## config.mk

```make
export PLATFORM = sky130hd
export DESIGN_NAME = sisa_core_mc
export DESIGN_NICKNAME = d
export VERILOG_FILES = /design/src/rtl/sisa_pkg.sv /design/src/rtl/sisa_alu_flags.sv /design/src/rtl/sisa_core_mc.sv
export SDC_FILE = /design/constraint.sdc
export NUM_CORES = 1
export LEC_CHECK = 0
export CAP_MARGIN = 20
export CORE_MARGIN = 1.5
export CORE_UTILIZATION = 49
export DETAILED_ROUTE_END_ITERATION = 16
export GPL_TIMING_DRIVEN = 1
export HOLD_SLACK_MARGIN = 0.1
export PLACE_DENSITY = 0.84
export SETUP_SLACK_MARGIN = 0.1
export SYNTH_ARGS = -nofsm -noshare
export SYNTH_HDL_FRONTEND = slang
export SYNTH_HIERARCHICAL = 1
export SYNTH_SLANG_ARGS = --single-unit
```

## constraint.sdc

```tcl
create_clock -name clk -period 3.4 [get_ports clk]
set_input_delay 0.68 -clock clk [delete_from_list [all_inputs] [get_ports clk]]
set_output_delay 0.68 -clock clk [all_outputs]
set_load 0.05 [all_outputs]
```

## src/rtl/sisa_pkg.sv

```systemverilog
// Shared types and instruction-field positions for the multi-cycle sISA core.
package sisa_pkg;

    typedef enum logic [1:0] {
        OP_ADD = 2'b00,
        OP_SUB = 2'b01,
        OP_LI  = 2'b10,
        OP_BNE = 2'b11
    } opcode_t;

    typedef enum logic [1:0] {
        ST_FETCH,
        ST_EXEC,
        ST_HALT
    } state_t;

    // Instruction layout: [7:6] opcode, [5:4] rd, [3:2] rs1, [1:0] rs2, [3:0] imm
    localparam int OP_MSB  = 7;
    localparam int OP_LSB  = 6;
    localparam int RD_MSB  = 5;
    localparam int RD_LSB  = 4;
    localparam int RS1_MSB = 3;
    localparam int RS1_LSB = 2;
    localparam int RS2_MSB = 1;
    localparam int RS2_LSB = 0;
    localparam int IMM_MSB = 3;
    localparam int IMM_LSB = 0;

    localparam int NUM_REGS = 4;

endpackage

```

## src/rtl/sisa_alu_flags.sv

```systemverilog
// Combinational ADD/SUB unit producing the result plus zero and carry/borrow flags.
module sisa_alu_flags #(
    parameter int DATA_W = 8
) (
    input  logic [DATA_W-1:0] a,
    input  logic [DATA_W-1:0] b,
    input  logic              sub,
    output logic [DATA_W-1:0] result,
    output logic              zero,
    output logic              carry
);

    logic [DATA_W:0] wide;

    // The extra top bit of an unsigned subtraction is exactly the borrow (a < b).
    assign wide   = sub ? ({1'b0, a} - {1'b0, b}) : ({1'b0, a} + {1'b0, b});
    assign result = wide[DATA_W-1:0];
    assign carry  = wide[DATA_W];
    assign zero   = (wide[DATA_W-1:0] == '0);

endmodule

```

## src/rtl/sisa_core_mc.sv

```systemverilog
// Multi-cycle sISA core: FETCH/EXEC/HALT FSM fetching over a valid/ready port.
// Define SISA_INSTRET_EN to add the saturating 32-bit retired-instruction counter output.
module sisa_core_mc #(
    parameter int DATA_W = 8,
    parameter int PC_W   = 4
) (
    input  logic                clk,
    input  logic                reset,
    input  logic                run,
    output logic                imem_req,
    output logic [PC_W-1:0]     imem_addr,
    input  logic                imem_ready,
    input  logic [7:0]          imem_rdata,
    output logic                halted,
    output logic                zero_flag,
    output logic                carry_flag,
    output logic [PC_W-1:0]     pc_debug,
    output logic [4*DATA_W-1:0] reg_debug
`ifdef SISA_INSTRET_EN
    ,
    output logic [31:0]         instret
`endif
);
    import sisa_pkg::*;

    state_t            state;
    state_t            state_next;
    logic [PC_W-1:0]   pc;
    logic [PC_W-1:0]   pc_next;
    logic [PC_W-1:0]   target;
    logic [7:0]        ir;
    logic [DATA_W-1:0] regs [NUM_REGS];
    opcode_t           opcode;
    logic [1:0]        rd;
    logic [1:0]        rs1;
    logic [1:0]        rs2;
    logic [DATA_W-1:0] alu_result;
    logic              alu_zero;
    logic              alu_carry;
    logic              fetch_fire;
    logic              branch_taken;

    assign opcode       = opcode_t'(ir[OP_MSB:OP_LSB]);
    assign rd           = ir[RD_MSB:RD_LSB];
    assign rs1          = ir[RS1_MSB:RS1_LSB];
    assign rs2          = ir[RS2_MSB:RS2_LSB];
    assign target       = PC_W'(ir[IMM_MSB:IMM_LSB]);
    assign branch_taken = (opcode == OP_BNE) && (regs[rd] != regs[0]);

    // Reset suppresses the request so a response arriving during reset is never accepted.
    assign imem_req   = (state == ST_FETCH) && run && !reset;
    assign imem_addr  = pc;
    assign fetch_fire = imem_req && imem_ready;

    assign halted    = (state == ST_HALT);
    assign pc_debug  = pc;
    assign reg_debug = {regs[3], regs[2], regs[1], regs[0]};

    sisa_alu_flags #(.DATA_W(DATA_W)) u_alu (
        .a      (regs[rs1]),
        .b      (regs[rs2]),
        .sub    (opcode == OP_SUB),
        .result (alu_result),
        .zero   (alu_zero),
        .carry  (alu_carry)
    );

    always_ff @(posedge clk) begin
        if (reset) begin
            state <= ST_FETCH;
            pc    <= '0;
        end else begin
            state <= state_next;
            pc    <= pc_next;
        end
    end

    // A taken branch back onto itself is the halt idiom; PC stays on the branch.
    always_comb begin
        state_next = state;
        pc_next    = pc;
        case (state)
            ST_FETCH: begin
                if (fetch_fire) begin
                    state_next = ST_EXEC;
                end
            end
            ST_EXEC: begin
                if (branch_taken && (target == pc)) begin
                    state_next = ST_HALT;
                end else begin
                    state_next = ST_FETCH;
                    pc_next    = branch_taken ? target : pc + PC_W'(1);
                end
            end
            ST_HALT: begin
                state_next = ST_HALT;
            end
            default: begin
                state_next = ST_FETCH;
            end
        endcase
    end

    always_ff @(posedge clk) begin
        if (reset) begin
            ir         <= '0;
            zero_flag  <= 1'b0;
            carry_flag <= 1'b0;
            for (int i = 0; i < NUM_REGS; i++) begin
                regs[i] <= '0;
            end
        end else begin
            if (fetch_fire) begin
                ir <= imem_rdata;
            end
            if (state == ST_EXEC) begin
                case (opcode)
                    OP_ADD, OP_SUB: begin
                        regs[rd]   <= alu_result;
                        zero_flag  <= alu_zero;
                        carry_flag <= alu_carry;
                    end
                    OP_LI: begin
                        regs[rd] <= DATA_W'(ir[IMM_MSB:IMM_LSB]);
                    end
                    default: begin
                    end
                endcase
            end
        end
    end

`ifdef SISA_INSTRET_EN
    always_ff @(posedge clk) begin
        if (reset) begin
            instret <= '0;
        end else if ((state == ST_EXEC) && (instret != '1)) begin
            instret <= instret + 32'd1;
        end
    end
`endif

endmodule
```

---- Word level (Yosys, flattened, before mapping) ----
Memory sizes are Yosys's and may differ from the RTL's. A register that Yosys moved wholly into a read port is not among the register bits.
Cells that the tools add are included.
operators by class
  equality and inequality tests ........... 8
  reduce and logical (&&, ||, !) cells .... 13
  $add $sub $neg .......................... 3
  bitwise gates (word level) .............. 2
  muxes and demuxes ....................... 25
operators with widths
  operator                                             count
  2-to-1 mux 2 bit                                     9
  2-to-1 mux 8 bit                                     2
  2-to-1 mux 1 bit                                     11
  adder 8 x 8 -> 9 bit                                 1
  2-to-1 mux 9 bit                                     1
  subtractor 8 x 8 -> 9 bit                            1
  logical NOT 8 bit                                    1
  != test 8 bit                                        1
  OR reduction 8 bit                                   1
  equality test 2 bit, second input constant           3
  case mux 2 bit (3 select lines)                      1
  logical AND 1 bit                                    5
  adder 4 x 1 -> 4 bit, second input constant          1
  equality test 2 x 1 -> 1 bit, second input constant  2
  equality test 4 bit                                  1
  logical NOT 2 bit                                    2
  2-to-1 mux 4 bit                                     1
  AND reduction 2 bit                                  2
  != test 2 bit, second input constant                 1
  OR reduction 2 bit                                   1
  logical NOT 1 bit                                    1
  NOT 1 bit                                            1
  bitwise OR 1 bit                                     1
storage, ports and cells
  flip-flop bits (word level) ............. 16
  output and inout port bits .............. 44
  input port bits ......................... 12
  memory bits (writable) .................. 32
  memories kept ........................... 1
  word-level logic and storage cells ...... 57
memories
  memory  words  bits a word  rd ports  clocked after Yosys merged registers in  write ports  line                source
  regs    4      8            7         3                                        4            sisa_core_mc.sv:32  logic [DATA_W-1:0] regs [NUM_REGS];

---- Logic depth before layout (Yosys ltp) ----
  word-level depth ........................ 9
  gate-level depth with buffers ........... 16
  depth with buffers taken out ............ 15

---- Hierarchy ----
Netlist, hierarchy kept.
modules (own cells, without submodules)
  module          cells an instance  area each (um^2)  sequential area each (um^2)  instances
  sisa_core_mc    261                2877.8            1401.3                       1
  sisa_alu_flags  75                 529.3             0.0                          1

---- Worst setup path before layout ----
Ideal clock, no wire load.
  kind .................................... input-to-reg
  start ................................... input port reset
  end ..................................... register (tool-made name)
  data arrival time ....................... 3.506 ns
  setup slack ............................. -0.183 ns
  setup time .............................. 0.078 ns
  path buffers ............................ 1
  data required time ...................... 3.322 ns
  stages on the path ...................... 6
  path through ............................ clkbuf_1 -> nor4b_1 -> nand2_1 -> clkinv_1 -> nand2_1 -> a21oi_1
RTL lines
  item             line               source
  start, declared  sisa_core_mc.sv:8  input logic reset,

==> results.txt <==
- The floorplan step set the die height to 86.39 um.
- In the final layout, the share of cells above drive strength 1 is 15.50%.
* Detailed Place HPWL: around 6.7 mm
* Count of pins on the block boundary: 56
* Syn-to-layout area delta: 25.45%
- Aggregate global-route resource usage: 24.98%
- The worst setup path is launched from a flip-flop.
* Bufs and invs on worst path: 0
- Number of iterations in the first detailed-routing pass: 5
- Final Skew: 0.006528 ns
- The later pin in the worst-skew pair is clocked with a latency of 0.31 ns.
* Hold crit path type: flip-flop to flip-flop
- Counting buffers and inverters, the worst setup path is 12 cells deep.
* Number of instances in the synthesized netlist: 336
* Main flop type after synthesis: sky130_fd_sc_hd__edfxtp_1
- WL/cell: between 15 and 20 um
- CTS max path bufs: 2
- Flops & latches, synth: 54
- The count of endpoints failing hold in the final timing report came to 0.
- Summing the sequential cell areas from Yosys gives about two fifths of the chip area.
- Count of hold buffers inserted by post-cts repair: 0
- Number of DRC markers in iteration 0: 349
- After synthesis, the share of flip-flops with an asynchronous set or reset is 0%.
- The number of antenna violations at the first check in global routing was 0.
- Summed over all instances, the cell type with the most area after synthesis is sky130_fd_sc_hd__edfxtp_1.
* Number of cell rows: 30
- Measured on the finished design, the core utilization comes to 63.26%.
- The final route contains 2916 vias.
- Global-route wire length before repair: 14.14 mm
- The design draws 1.618 mW.
* Post-Route WL: 9.363 mm
* Start-to-end type of the worst setup path: flip-flop to flip-flop
- List of cells traversed by the critical path: mux4_2 -> nor3_2 -> nor2_1 -> xnor2_1 -> ha_1 -> nand2_1 -> a211o_1 -> and4_4 -> a211o_1 -> nor4b_2 -> nand2_1 -> a21oi_2
* Number of distinct standard cells referenced by the synthesized netlist: 54
- DRC violations left: 0
- The number of antenna diodes in the final layout is 0.
- Entering global routing, the biggest net connects 18 pins.
* Avg Vias per Cell: 6.075
- Longest individual stage delay on the worst path: 0.56 ns
- After clock tree synthesis, the clock-pin slew on the worst setup and hold paths is 0.10 ns.
* Period utilisation layout: 97.94%
* Worst-case register-to-register setup slack: about 0.07 ns
- A synthesized cell averages 10.14 um^2.
* Worst-path maximum fanout: 5
- Setup repair after global routing could not meet its margin everywhere.
- Count leader, synth: sky130_fd_sc_hd__nand2_1
- In the final design database the tool counted 422 nets.
- Max-cap violation count: 0
- Width of the chip: 86.39 um
- Run status: completed
- Yosys attributes the largest share of cell area to sky130_fd_sc_hd__edfxtp_1 (28%), sky130_fd_sc_hd__dfxtp_1 (13%), sky130_fd_sc_hd__mux4_2 (11%), sky130_fd_sc_hd__xnor2_1 (6.2%), sky130_fd_sc_hd__nand2_1 (4.6%).
- The tree is rooted in a sky130_fd_sc_hd__clkbuf_8.
- Setup violations remaining at the end of the flow were counted as 0.
* Nets in the synthesized netlist: 359
- Power per unit of standard cell area: ~380 mW/mm^2
- Netlist area before placement: 0.003407 mm^2
* Hold slack final: between 0.5 and 0.6 ns
- Input and output buffers added on the ports amount to 55.
- Total CTS buffers: 5
* Most frequent cells after synthesis: sky130_fd_sc_hd__nand2_1 (42), sky130_fd_sc_hd__nor2_1 (41), sky130_fd_sc_hd__edfxtp_1 (32)
* Number of H-tree levels: 2
- Arrival time reported for the critical path endpoint: 3.58 ns
- Tmin final: roughly 3.3 ns
- For this design, the sink count on the clock tree is 54.
* TritonCTS clock tree: built
* Placeable core region: 0.006756 mm^2
- Slew @ Worst Pin: 1.025 ns
* CP Data Required Time: 3.65 ns
- Area fraction of the dominant cell type after synthesis: 28.20%
* Starting density of the core: 50.43%
* Worst hold path depth: 2
- Sum of negative setup slack: 0 ns
- The die covers 0.007462 mm^2.
- Yosys mapped a number of flops with a built-in enable equal to 32.
- Path depth of the worst reg2reg path: 12
- Rel. slew slack: 31.23%
* Number of global-route vias before repair: 2668
- In this design, the largest share of critical-path delay is due to simple AND/OR/NAND/NOR gates.
- The count of pins over their slew limit was 0.
- Routability-driven placement finished with a final weighted congestion of just over 1.
- Across the VDD grid, the largest voltage drop is around 280 uV.
* Slowest library cell on the worst path: sky130_fd_sc_hd__mux4_2
- In this run the remaining antenna-violating nets after routing total 0.
- Summed over all cells, the static leakage comes to 1.579 nW.
* Synth warn: 6
- For this run the aggregate overflow at the end of global routing stands at 0.
- Fmax achieved: about 0.3 GHz
- Endpoint type of the worst setup path: flip-flop
==> path summary, 6_finish.rpt <==
| check | from | endpoint |
|---|---|---|
| max | regs[0][2] | zero_flag |
| min | carry_flag | carry_flag |
| max reg2reg | regs[0][2] | zero_flag |
| min reg2reg | carry_flag | carry_flag |
==> through the flow <==
step	std cells	setup WS [ns]	instance area, um^2
after floorplan	336	0.1065	3415
after global placement	469	0.1987	4093
after detailed placement	469	0.1465	4093
after CTS	477	0.1095	4200
after global routing	480	-0.07832	4274
final	480	0.07011	4274
==> layout by cell type, fill, tap and decap left out, drive strengths merged, types with 2 or more instances in the layout <==
cell type and instances:
o41ai 2, nand3 3, and2 2, clkbuf 6
ha 10, dfxtp 22, or2 2, xor2 5
inv 24, nor4 3, nor4b 2, nor3 4
a21boi 2, o21ai 12, mux4 16, a21oi 23
nor2b 6, xnor2 24, edfxtp 32, mux2i 12
nand4 2, nand2 42, clkinv 2, nand3b 3
buf 17, nor2 41, a31oi 2, nand2b 6
clkdlybuf4s50 54, a211o 3
==> tightest hold or removal path: cells and delay by family (launching register included) <==
kind,cells,cell delay (ns)
AO/OA/AOI/OAI,2,0.13
flip-flops,1,0.33
==> power by group <==
group          internal, mW  switching [mW]
logic                 0.191           0.273
registers             0.715          0.0347
clock network         0.191           0.214
total                  1.10           0.521
==> per-layer routing <==
layer	share of wire (%)	GRT usage (%)	vias up
li1	-	-	1311
met1	40	35.92	1410
met2	48	40.27	171
met3	9.2	2.762	24
met4	2.3	7.185	0
met5	0	0	-
==> timing repair <==
item                                    in CTS  in global routing
setup buffers                                0                  3
endpoints found under the setup margin       0                 13
hold endpoints to repair                     0                  0
resized for setup                            0                 13
==> cells by family after synthesis <==
kind of cell,share of synthesized area (%)
adders and majority gates,4.260
DFF,41.13
xor gates and xnor gates,7.455
and+or+nand+nor,17.26
muxes,14.43
buffers and inverters,4.958
AOI/OAI and AO/OA,10.50
==> layout make-up <==
class	count	area (um^2)
well taps	80	100.1
repair buffers	71	684.4
flip-flops and latches	54	1405
clock buffers	6	93.84
inverters	24	90.09
clock inverters	2	13.76
multi-input cells	243	1887
fillers	528	2482
Note: power is estimated with default switching activity, not from simulation.
